$ cat src/rtl/regfile_access_ctrl_pkg.sv
// Shared constants and types for the register-file access controller:
// widths, FSM encoding, ALU opcodes and the latched instruction / output bundles.
package regfile_access_ctrl_pkg;

  localparam int unsigned DATA_W    = 8;
  localparam int unsigned ADDR_W    = 3;
  localparam int unsigned OP_W      = 3;
  localparam int unsigned RETIRED_W = 8;

  typedef enum logic [1:0] {
    ST_IDLE  = 2'd0,
    ST_READ  = 2'd1,
    ST_EXEC  = 2'd2,
    ST_WRITE = 2'd3
  } state_e;

  typedef enum logic [OP_W-1:0] {
    ALU_ADD   = 3'd0,
    ALU_SUB   = 3'd1,
    ALU_AND   = 3'd2,
    ALU_OR    = 3'd3,
    ALU_XOR   = 3'd4,
    ALU_SHL   = 3'd5,
    ALU_SHR   = 3'd6,
    ALU_PASSB = 3'd7
  } alu_op_e;

  typedef struct packed {
    logic [OP_W-1:0]   op;
    logic [ADDR_W-1:0] rs1;
    logic [ADDR_W-1:0] rs2;
    logic [ADDR_W-1:0] rd;
    logic              wb;
  } instr_t;

  typedef struct packed {
    logic                 instr_ready;
    logic                 busy;
    logic                 alu_valid;
    logic                 write_enable;
    logic                 err_timeout;
    logic [ADDR_W-1:0]    read_reg1;
    logic [ADDR_W-1:0]    read_reg2;
    logic [OP_W-1:0]      alu_op;
    logic [DATA_W-1:0]    alu_a;
    logic [DATA_W-1:0]    alu_b;
    logic [ADDR_W-1:0]    write_reg;
    logic [DATA_W-1:0]    write_data;
    logic [RETIRED_W-1:0] retired;
  } ctrl_out_t;

endpackage

$ cat src/rtl/regfile_access_ctrl_if.sv
// Decode, register-file and ALU signals seen by the access controller.
// ctrl is the controller side, env is the surrounding datapath side.
interface regfile_access_ctrl_if;
  import regfile_access_ctrl_pkg::*;

  logic                 instr_valid;
  logic                 instr_ready;
  logic [OP_W-1:0]      instr_op;
  logic [ADDR_W-1:0]    instr_rs1;
  logic [ADDR_W-1:0]    instr_rs2;
  logic [ADDR_W-1:0]    instr_rd;
  logic                 instr_wb;

  logic [ADDR_W-1:0]    read_reg1;
  logic [ADDR_W-1:0]    read_reg2;
  logic [DATA_W-1:0]    read_data1;
  logic [DATA_W-1:0]    read_data2;
  logic                 write_enable;
  logic [ADDR_W-1:0]    write_reg;
  logic [DATA_W-1:0]    write_data;

  logic                 alu_valid;
  logic [OP_W-1:0]      alu_op;
  logic [DATA_W-1:0]    alu_a;
  logic [DATA_W-1:0]    alu_b;
  logic                 alu_done;
  logic [DATA_W-1:0]    alu_result;

  logic                 busy;
  logic                 err_timeout;
  logic [RETIRED_W-1:0] retired;

  modport ctrl (
    input  instr_valid, instr_op, instr_rs1, instr_rs2, instr_rd, instr_wb,
    input  read_data1, read_data2, alu_done, alu_result,
    output instr_ready, read_reg1, read_reg2, write_enable, write_reg, write_data,
    output alu_valid, alu_op, alu_a, alu_b, busy, err_timeout, retired
  );

  modport env (
    output instr_valid, instr_op, instr_rs1, instr_rs2, instr_rd, instr_wb,
    output read_data1, read_data2, alu_done, alu_result,
    input  instr_ready, read_reg1, read_reg2, write_enable, write_reg, write_data,
    input  alu_valid, alu_op, alu_a, alu_b, busy, err_timeout, retired
  );

endinterface

$ cat src/rtl/regfile_access_ctrl.sv
// Sequences one instruction at a time: read operands, hand them to the ALU,
// wait (bounded) for the result, then issue a single-cycle register write-back.
module regfile_access_ctrl
  import regfile_access_ctrl_pkg::*;
#(
  parameter int unsigned ALU_TIMEOUT = 15
) (
  input  logic           clk,
  input  logic           reset,
  regfile_access_ctrl_if.ctrl bus
);

  localparam int unsigned TMO_W = $clog2(ALU_TIMEOUT + 1);

  state_e           state_q, state_d;
  instr_t           instr_q;
  logic [TMO_W-1:0] tmo_q, tmo_d;
  ctrl_out_t        out_q, out_d;
  logic             accept;
  logic             exec_done;
  logic             exec_timeout;

  // State, latched instruction and registered outputs
  always_ff @(posedge clk) begin
    if (reset) begin
      state_q             <= ST_IDLE;
      instr_q             <= '0;
      tmo_q               <= '0;
      out_q               <= '0;
      out_q.instr_ready   <= 1'b1;
    end else begin
      state_q <= state_d;
      tmo_q   <= tmo_d;
      out_q   <= out_d;
      if (accept) begin
        instr_q <= '{op: bus.instr_op, rs1: bus.instr_rs1, rs2: bus.instr_rs2,
                     rd: bus.instr_rd, wb: bus.instr_wb};
      end
    end
  end

  // Next state; alu_done only matters in EXEC, and wins over a same-cycle timeout
  always_comb begin
    state_d      = state_q;
    tmo_d        = tmo_q;
    accept       = 1'b0;
    exec_done    = 1'b0;
    exec_timeout = 1'b0;
    unique case (state_q)
      ST_IDLE: begin
        if (bus.instr_valid && out_q.instr_ready) begin
          accept  = 1'b1;
          state_d = ST_READ;
        end
      end
      ST_READ: begin
        tmo_d   = '0;
        state_d = ST_EXEC;
      end
      ST_EXEC: begin
        if (bus.alu_done) begin
          exec_done = 1'b1;
          state_d   = instr_q.wb ? ST_WRITE : ST_IDLE;
        end else if (tmo_q == TMO_W'(ALU_TIMEOUT - 1)) begin
          exec_timeout = 1'b1;
          state_d      = ST_IDLE;
        end else begin
          tmo_d = tmo_q + TMO_W'(1);
        end
      end
      ST_WRITE: state_d = ST_IDLE;
      default:  state_d = ST_IDLE;
    endcase
  end

  // Next values of the registered outputs; address/data fields hold between uses
  always_comb begin
    out_d              = out_q;
    out_d.instr_ready  = (state_d == ST_IDLE);
    out_d.busy         = (state_d != ST_IDLE);
    out_d.alu_valid    = (state_d == ST_EXEC);
    out_d.write_enable = (state_d == ST_WRITE);
    out_d.err_timeout  = exec_timeout;
    if (accept) begin
      out_d.read_reg1 = bus.instr_rs1;
      out_d.read_reg2 = bus.instr_rs2;
      out_d.alu_op    = bus.instr_op;
    end
    if (state_q == ST_READ) begin
      out_d.alu_a = bus.read_data1;
      out_d.alu_b = bus.read_data2;
    end
    if (exec_done) begin
      out_d.write_reg  = instr_q.rd;
      out_d.write_data = bus.alu_result;
    end
    if ((exec_done && !instr_q.wb) || (state_q == ST_WRITE)) begin
      out_d.retired = out_q.retired + RETIRED_W'(1);
    end
  end

  assign bus.instr_ready  = out_q.instr_ready;
  assign bus.busy         = out_q.busy;
  assign bus.alu_valid    = out_q.alu_valid;
  assign bus.write_enable = out_q.write_enable;
  assign bus.err_timeout  = out_q.err_timeout;
  assign bus.read_reg1    = out_q.read_reg1;
  assign bus.read_reg2    = out_q.read_reg2;
  assign bus.alu_op       = out_q.alu_op;
  assign bus.alu_a        = out_q.alu_a;
  assign bus.alu_b        = out_q.alu_b;
  assign bus.write_reg    = out_q.write_reg;
  assign bus.write_data   = out_q.write_data;
  assign bus.retired      = out_q.retired;

endmodule

$ cat src/flat_wrapper.sv
// flat-port wrapper written by rule: the top's interface ports become plain ports
module regfile_access_ctrl_flat import regfile_access_ctrl_pkg::*;
#(
  parameter int unsigned ALU_TIMEOUT = 15
)
  (clk, reset, bus_instr_valid, bus_instr_op, bus_instr_rs1, bus_instr_rs2, bus_instr_rd, bus_instr_wb, bus_read_data1, bus_read_data2, bus_alu_done, bus_alu_result, bus_instr_ready, bus_read_reg1, bus_read_reg2, bus_write_enable, bus_write_reg, bus_write_data, bus_alu_valid, bus_alu_op, bus_alu_a, bus_alu_b, bus_busy, bus_err_timeout, bus_retired);
  regfile_access_ctrl_if bus_i ();
  input  logic clk;
  input  logic reset;
  input wire logic [$bits(bus_i.instr_valid)-1:0] bus_instr_valid;
  input wire logic [$bits(bus_i.instr_op)-1:0] bus_instr_op;
  input wire logic [$bits(bus_i.instr_rs1)-1:0] bus_instr_rs1;
  input wire logic [$bits(bus_i.instr_rs2)-1:0] bus_instr_rs2;
  input wire logic [$bits(bus_i.instr_rd)-1:0] bus_instr_rd;
  input wire logic [$bits(bus_i.instr_wb)-1:0] bus_instr_wb;
  input wire logic [$bits(bus_i.read_data1)-1:0] bus_read_data1;
  input wire logic [$bits(bus_i.read_data2)-1:0] bus_read_data2;
  input wire logic [$bits(bus_i.alu_done)-1:0] bus_alu_done;
  input wire logic [$bits(bus_i.alu_result)-1:0] bus_alu_result;
  output wire logic [$bits(bus_i.instr_ready)-1:0] bus_instr_ready;
  output wire logic [$bits(bus_i.read_reg1)-1:0] bus_read_reg1;
  output wire logic [$bits(bus_i.read_reg2)-1:0] bus_read_reg2;
  output wire logic [$bits(bus_i.write_enable)-1:0] bus_write_enable;
  output wire logic [$bits(bus_i.write_reg)-1:0] bus_write_reg;
  output wire logic [$bits(bus_i.write_data)-1:0] bus_write_data;
  output wire logic [$bits(bus_i.alu_valid)-1:0] bus_alu_valid;
  output wire logic [$bits(bus_i.alu_op)-1:0] bus_alu_op;
  output wire logic [$bits(bus_i.alu_a)-1:0] bus_alu_a;
  output wire logic [$bits(bus_i.alu_b)-1:0] bus_alu_b;
  output wire logic [$bits(bus_i.busy)-1:0] bus_busy;
  output wire logic [$bits(bus_i.err_timeout)-1:0] bus_err_timeout;
  output wire logic [$bits(bus_i.retired)-1:0] bus_retired;
  assign bus_i.instr_valid = bus_instr_valid;
  assign bus_i.instr_op = bus_instr_op;
  assign bus_i.instr_rs1 = bus_instr_rs1;
  assign bus_i.instr_rs2 = bus_instr_rs2;
  assign bus_i.instr_rd = bus_instr_rd;
  assign bus_i.instr_wb = bus_instr_wb;
  assign bus_i.read_data1 = bus_read_data1;
  assign bus_i.read_data2 = bus_read_data2;
  assign bus_i.alu_done = bus_alu_done;
  assign bus_i.alu_result = bus_alu_result;
  assign bus_instr_ready = bus_i.instr_ready;
  assign bus_read_reg1 = bus_i.read_reg1;
  assign bus_read_reg2 = bus_i.read_reg2;
  assign bus_write_enable = bus_i.write_enable;
  assign bus_write_reg = bus_i.write_reg;
  assign bus_write_data = bus_i.write_data;
  assign bus_alu_valid = bus_i.alu_valid;
  assign bus_alu_op = bus_i.alu_op;
  assign bus_alu_a = bus_i.alu_a;
  assign bus_alu_b = bus_i.alu_b;
  assign bus_busy = bus_i.busy;
  assign bus_err_timeout = bus_i.err_timeout;
  assign bus_retired = bus_i.retired;
  regfile_access_ctrl #(.ALU_TIMEOUT(ALU_TIMEOUT)) u_core (.clk(clk), .reset(reset), .bus(bus_i));
endmodule
$ cat config.mk
export PLATFORM = sky130hd
export DESIGN_NAME = regfile_access_ctrl_flat
export DESIGN_NICKNAME = d
export VERILOG_FILES = /design/src/rtl/regfile_access_ctrl_pkg.sv /design/src/rtl/regfile_access_ctrl_if.sv /design/src/rtl/regfile_access_ctrl.sv /design/src/flat_wrapper.sv
export SDC_FILE = /design/constraint.sdc
export NUM_CORES = 1
export LEC_CHECK = 0
export CORE_ASPECT_RATIO = 2
export CORE_UTILIZATION = 39
export CTS_CLUSTER_DIAMETER = 40
export DETAILED_ROUTE_END_ITERATION = 6
export GPL_TIMING_DRIVEN = 0
export PLACE_DENSITY = 0.76
export SLEW_MARGIN = 20
export SYNTH_ARGS = -nofsm -noshare
export SYNTH_HDL_FRONTEND = slang
export SYNTH_SLANG_ARGS = --single-unit
$ cat constraint.sdc
create_clock -name clk -period 1.44 [get_ports clk]
set_input_delay 0.144 -clock clk [delete_from_list [all_inputs] [get_ports clk]]
set_output_delay 0.144 -clock clk [all_outputs]
set_load 0.02 [all_outputs]
==> results of run 1 <==
## area by class of cell
| class | instances | area (µm²) |
|---|---|---|
| buffer | 15 | 73.8 |
| clock buffer | 14 | 163 |
| clock inverter | 2 | 10.0 |
| fill | 480 | 2030 |
| inverter | 3 | 11.3 |
| multi-input combinational | 191 | 990 |
| sequential | 59 | 1180 |
| tap | 60 | 75.1 |
| timing repair buffer | 90 | 936 |
## metal layers
layer	global-route usage	up-vias	wire, µm
li1	-	1090	-
met1	0.184	1029	2210
met2	0.382	66	3410
met3	0.0588	9	258
met4	0.0964	0	105
met5	0	-	0
## metrics by stage
step	cells	TNS, ps
floorplan	269	0
global placement	417	-2260
detailed placement	417	-2850
CTS	433	0
global route	434	0
finish	434	0
## synth_stat cells, types with 3 or more instances
cell	number
nor2_1	12
ha_1	3
clkbuf_1	9
nand2_1	87
a21oi_1	47
dfxtp_1	59
o211ai_1	3
inv_1	3
buf_2	5
xor2_1	6
## kinds of logic (layout without fill, tap and decap cells)
| group | after synthesis | after routing | share of synthesized area |
|---|---|---|---|
| compound gates | 60 | 60 | 0.155 |
| xor+xnor | 6 | 6 | 0.0234 |
| fa+ha+maj | 3 | 3 | 0.0167 |
| buf+inv | 19 | 124 | 0.0395 |
| mux | 2 | 2 | 0.00890 |
| simple gates | 120 | 120 | 0.232 |
| flops | 59 | 59 | 0.525 |
## power by group through the flow
stage          Combinational [mW]  Clock [mW]  Sequential (mW)
6_report                    0.550        1.32             1.75
5_1_grt                     0.595        1.41             1.75
4_1_cts                     0.558        1.35             1.75
3_5_place_dp                0.565           0             1.78
3_3_place_gp                0.559           0             1.78
2_1_floorplan               0.205           0             1.85
## what timing repair did
| item | in CTS | in global routing |
|---|---|---|
| pin swaps | 0 | 1 |
| cloned | 0 | 0 |
| setup endpoints to repair | 20 | 33 |
| buffers inserted | 0 | 2 |
| resized for setup | 20 | 29 |
## final timing paths
path | start | to
worst max-delay path | u_core.bus.alu_op[1] | bus_alu_op[1]
worst min-delay path | reset | u_core.bus.alu_op[1]
worst max register to register | u_core.tmo_q[0] | u_core.bus.instr_ready
worst min register to register | u_core.bus.write_data[5] | u_core.bus.write_data[5]
==> run summary, run 1 <==
Grouping stages by cell kind, the critical path spends the most delay in buffers and inverters. Top-area cell type share of the netlist area: 0.525. The total number of cells along the worst setup path is 1, and the number of iterations in the first detailed-routing pass is 4.

STA classifies the critical path endpoint as a primary output. STA classifies the critical path startpoint as a flop. Setup violations remaining at the end of the flow were counted as 0.

The layout-stage area growth over the synthesis result was 53.0%. Share of synthesized flip-flops with an asynchronous set or reset: 0. The width of the die works out to 55.7 µm. Portion of the post-synthesis area used by sequential elements: 0.525.

By area the synthesized netlist is led by dfxtp_1, nand2_1, a21oi_1, xor2_1, nor2_1. The fraction of final layout cells sized beyond drive strength 1 came out at 0.0936. The switching share of power is 0.259, and the number of distinct library cell variants in the gate-level netlist after synthesis is 38. Once placement finished, the instance area stood at 3200 µm².

The tools report the via count of the first global-routing pass as 2074. The tools report the overall fraction of global-route tracks in use as 0.197. The run gives 0.629 as the utilization after layout.

The number of nets in the synthesized netlist is 313. The leakage power is 1.76 nW, and the endpoint required time on the critical path is 1300 ps. Static timing analysis puts the maximum clock frequency at 0.709 GHz. The average via count per standard cell came out at 5.06.

The worst hold path belongs to the class in -> reg. In this design, the stage delay of the slowest critical-path cell is 610 ps. Depth of the worst hold-timing path: 3.

Internal power comes to 2.68 mW. The number of warning messages in the yosys log is 0. Floorplan row count: 38. Post-DP HPWL: 4270 µm. The number of antenna diodes in the final layout is 0.

Clock skew on the completed layout was measured at 4.56 ps. The final-report hold violation count was 0. Number of nets in the layout: 413. The cell depth of the worst flop-to-flop path was 6; the average cell area after synthesis was 8.36 µm². The final instance area was 3440 µm²; the number of instances in the synthesized netlist was 269. The relative slew slack was 0.624; the worst hold slack after final layout was 355 ps. Leaving out fill and tap cells, the most frequent cells in the layout are nand2_1, dfxtp_1, a21oi_1. The most used flip-flop cell after synthesis is dfxtp_1. In this run, the number of DRC markers left after iteration 0 of detailed routing was 56.

Entering global routing, the biggest net connects 11 pins. The clock net in this run drives a total of 59 sinks. The net switching power is 0.939 mW, and the post-route total power is 3.62 mW. During I/O placement, the number of pins put on the boundary was 90. The synthesized design contains 59 register bits. Traced cell by cell, the critical path runs through clkdlybuf4s50_1.

Clock-pin slew was measured on the worst setup and hold paths at 60 ps. In this run the cell area of the synthesized design comes to 2250 µm². The root buffer cell was clkbuf_8. The clock network latency to the later pin of the worst-skew pair is 330 ps, and the largest fanout on the critical path is 2. The initial core utilization was 0.411. TritonCTS built the clock tree. Number of synthesized flops with an enable pin: 0. The biggest area contributor in the post-synthesis netlist is dfxtp_1. The die is 109 µm tall. The core region is 5470 µm².

The routability congestion estimate is 0.764, and the register-to-register path setup slack is 70 ps. The number of maximum-capacitance violations was 0; the final worst setup slack was 29.3 ps. The logs give 0 for the number of max-slew violations in the final report and -263 ps for the setup slack at placement. After detailed routing, the number of remaining DRC violations is 0. The share of power burned in combinational logic was 0.152.

Leaving out fill and tap cells, the most frequent cell in the layout is nand2_1. Global routing finished with a remaining overflow of 0. The sequential power share is 0.482, and the total number of vias is 2194. Dividing the detail-routed wire length by the instance count gives 13.8 µm. The pin slew with the least headroom to its limit was 564 ps; the deepest level of the CTS H-tree was 3. The total buffers and inverters traversed by the critical path is 1, and the number of antenna violations at the first check in global routing is 0. Across the VDD grid, the largest voltage drop is 1.13 mV. Arrival time of the worst setup path: 1270 ps. TritonCTS created 9 clock buffers. Setup repair after global routing left no endpoint under its margin. For the clock network fraction of design power, the log shows 0.366. The global-route wire length before repair was 9250 µm; the remaining antenna violation count was 0.

The full die area is 6090 µm², and the total wire length is 5980 µm. The flow ran to the end, and the final reports show no timing, DRC or antenna violations. The count of buffers added on input and output ports is 88. The path type of the worst setup path is reg -> out.

The power density over cell area came out at 1050 nW/µm². The routed design could run at a clock period as short as 1410 ps. The final worst-path cycle share was 0.980. The critical path's slowest cell was clkdlybuf4s50_1. The longest clock path from root to sink contains 2 buffers. The number of hold buffers added after CTS was 0.
Power figures use the tool's default switching activity.
==> run 2: changes to the inputs <==
--- a/config.mk
+++ b/config.mk
@@ -5,12 +5,13 @@
 export SDC_FILE = /design/constraint.sdc
 export NUM_CORES = 1
 export LEC_CHECK = 0
+export ABC_AREA = 1
 export CORE_ASPECT_RATIO = 2
-export CORE_UTILIZATION = 39
+export CORE_UTILIZATION = 46
 export CTS_CLUSTER_DIAMETER = 40
 export DETAILED_ROUTE_END_ITERATION = 6
 export GPL_TIMING_DRIVEN = 0
-export PLACE_DENSITY = 0.76
+export PLACE_DENSITY = 0.84
 export SLEW_MARGIN = 20
 export SYNTH_ARGS = -nofsm -noshare
 export SYNTH_HDL_FRONTEND = slang
==> constraint.sdc (replaced) <==
create_clock -name clk -period 1.63 [get_ports clk]
set_input_delay 0.163 -clock clk [delete_from_list [all_inputs] [get_ports clk]]
set_output_delay 0.163 -clock clk [all_outputs]
set_load 0.02 [all_outputs]
==> run 2 against run 1 <==
Net effect: clock-buffer cell count down 3; critical path depth unchanged; first-iteration DRC count down 34%; combinational power up 15%; power down 2.7%; critical endpoint is now bus_retired[2]; highest routed layer unchanged.
==> run summary, run 2 <==
Once detail routing completed, the nets flagged for antenna violations numbered 0. The overall fraction of global-route tracks in use was 0.241; the final-report hold violation count was 0. Once the clock tree was built, the setup fixing pass inserted 0 buffers. The worst-case clock skew is 6.66 ps.

Critical path's slowest cell: clkdlybuf4s50_1. The terminus of the critical flop-to-flop path is u_core.tmo_q[1]. The leakage power was 1.32 nW.

VDD sags by at most 1.08 mV. The clock drives 59 sinks. Row generation in the floorplan step produced 35 rows. The finished cells cover 3390 µm². The logs give 2178 for the via count of the first global-routing pass and 0 for the number of maximum-capacitance violations.

The tools report the number of antenna violations at the first check in global routing as 0. The end point of the most critical hold path is u_core.bus.write_data[2]. In this run, post-CTS repair resized a total of 0 instances. The share of synthesized flip-flops with an asynchronous set or reset was 0. The tools report the portion of the post-synthesis area used by sequential elements as 0.523. The number of synthesized register bits is 59.

The routability congestion estimate was 0.770. For the final routed database, the setup TNS stands at 0 ps. The worst path needs 1550 ps of the cycle, external delays included. The number of nets in the layout is 440. The top cell types in the final layout, fill and taps aside, are clkdlybuf4s50_1, nor2_1, dfxtp_1. The upper clock frequency limit is 0.645 GHz. The largest fanout on the critical path works out to 5.

The worst hold path was traced through 2 stages. A synthesized cell averages 7.58 µm². The number of instances in the synthesized netlist is 298. Setup repair after global routing left no endpoint under its margin. Counting flops with a built-in enable in the synthesized netlist gives 0. The first global-routing pass estimated 9200 µm of wire. Type of element launching the critical path: a flop.

The final worst-path cycle share was 0.952; the number of distinct library cell variants in the gate-level netlist after synthesis was 22. Entering global routing, the biggest net connects 11 pins. For the worst setup path, the data required time is 1470 ps. Pin placement for this block handled 90 I/O pins. After synthesis the cells add up to 2260 µm². Among cell families on the critical path, the largest total delay comes from buffers and inverters. The average via count per standard cell was 5.02.

The repair_antennas step left the layout with diodes totalling 0. The detailed router placed 2287 vias in this run. The fraction of final layout cells sized beyond drive strength 1 works out to 0.0798.

The post-DP HPWL is 4250 µm. The placeable core region is 4640 µm². The largest single stage delay on the critical path is 640 ps. The initial core utilization came out at 0.487. The number of iterations in the first detailed-routing pass is 4, and the clock-pin slew on the worst setup and hold paths is 70 ps.

The tools report the DRC violation count after routing as 0. For the leftover overflow at the end of global routing, the log shows 0. Total buffers and inverters traversed by the critical path: 1. Buffers placed on the I/O ports in this run total 87. For the worst setup path, the data arrival time is 1390 ps. The die is 101 µm tall. The average routed wire per standard cell came out at 12.4 µm.

The flow ran to the end, and the final reports show no timing, DRC or antenna violations. For this design, the CTS-stage hold fixing added 0 buffers. The power density over cell area was 1040 nW/µm²; the total wire length was 5650 µm. The worst min-delay path category was in -> reg. The most common cell after layout, fill and taps aside was clkdlybuf4s50_1.

The primary flip-flop cell chosen by synthesis mapping is dfxtp_1. The tools report the relative slew slack as 0.694. Setup-violating endpoint count in the final report: 0. The Yosys step of the flow raised 0 warnings. The tools report the net count after synthesis as 342.

For flop-to-flop paths, the worst setup slack is 210 ps. The number of max-slew violations in the final report was 0. The pin slew with the least headroom to its limit was 459 ps. Counting instances in the post-synthesis netlist gives the leading cell types as nor2_1, dfxtp_1, nand2_1. Counting along the longest clock path gives a buffer depth of 2.

TritonCTS built the clock tree. In the post-synthesis netlist, the cell with the most instances is nor2_1. The worst register-to-register path has a depth of 8. CTS placed an instance of clkbuf_8 at the clock tree root. The startpoint of the worst register-to-register path was u_core.tmo_q[0]. The clock network latency to the later pin of the worst-skew pair was 340 ps. The worst hold path begins at reset. dfxtp_1 takes more of the synthesized area than any other cell.

The worst setup path is of the reg -> out kind. Summing all placed instances gives a cell area of 3200 µm². The run gives 3 as the deepest level of the CTS H-tree. In this run, CTS created clock tree buffers numbering 9. The post-route total power was 3.52 mW. Walking the worst path, the cells encountered are clkdlybuf4s50_1. The worst setup path is captured at a primary output. The width of the die is 51.5 µm, and the layout-stage area growth over the synthesis result is 50.2%. Yosys attributes the largest share of cell area to dfxtp_1, nor2_1, o21ai_0, nand2_1, nand3_1.

The top-area cell type share of the netlist area was 0.523; the number of DRC markers after the initial detailed-route iteration was 37. The die covers 5210 µm². The total number of cells along the worst setup path works out to 1.
==> run 2: cell types whose count changed in the layout (fill, tap and decap cells not counted), sizes merged, moves of 4 or more <==
cell	before	now
o211ai	4	0
clkdlybuf4s50	45	87
nor2	13	79
xor2	6	0
and3	4	0
a21oi	47	20
inv	3	19
dlygate4sd2	18	0
o21ai	2	33
nand2	87	43
clkbuf	22	17
nand3	2	20
nand4	0	4
dlymetal6s2s	25	0
==> run 2: how the worst max path moves through the flow <==
stage | startpoint | end
global route | u_core.bus.retired[2] | bus_retired[2]
global placement | bus_instr_valid | u_core.bus.read_reg1[1]
CTS | u_core.bus.retired[2] | bus_retired[2]
finish | u_core.bus.retired[2] | bus_retired[2]
floorplan | u_core.tmo_q[0] | u_core.tmo_q[1]
detailed placement | bus_instr_valid | u_core.bus.read_reg1[1]
==> run 2: report_power, final <==
group | internal [mW] | switching (mW) | leakage [nW]
clock network | 0.739 | 0.553 | 0.0991
logic | 0.305 | 0.330 | 0.740
registers | 1.54 | 0.0552 | 0.482
total | 2.58 | 0.939 | 1.32
==> run 2: layout make-up <==
| type | count | area, µm² |
|---|---|---|
| inverters | 19 | 71.3 |
| fillers | 385 | 1250 |
| clock buffers | 11 | 141 |
| repair buffers | 87 | 871 |
| multi-input cells | 205 | 923 |
| flip-flops and latches | 59 | 1180 |
| clock inverters | 5 | 52.6 |
| plain buffers | 15 | 82.6 |
| well taps | 55 | 68.8 |
==> run 2: layer usage <==
metal  global-route usage  routed length (µm)  vias up
met3               0.0709                 305       17
met1                0.217                2030     1048
li1                     -                   -     1153
met2                0.440                3110       69
met4                0.162                 211        0
met5                    0                   0        -
==> run 2: through the flow <==
| step | hold slack (ps) | std cells | util | worst slack [ps] |
|---|---|---|---|---|
| detailed placement | 452 | 440 | 0.689 | 176 |
| floorplan | 326 | 298 | - | 384 |
| global route | 144 | 456 | 0.731 | 33.9 |
| CTS | 127 | 456 | 0.731 | 65.4 |
| global placement | 448 | 440 | 0.689 | 208 |
| finish | 131 | 456 | 0.731 | 78.5 |
==> run 2: kinds of logic (layout without fill, tap and decap cells) <==
family,count (synthesis),after routing,synth area share
AND/OR/NAND/NOR,148,148,0.270
buffers and inverters,34,137,0.0681
AO/OA/AOI/OAI,54,54,0.122
flip-flops,59,59,0.523
adder cells (fa/ha/maj),3,3,0.0166
==> run 2: worst reg2reg max path: cells and delay by family, from the launching register on <==
family	cells	cell delay (ps)
buffers and inverters	2	150
and+or+nand+nor	4	500
AOI/OAI and AO/OA	1	50
adders and majority gates	1	200
DFF	1	400
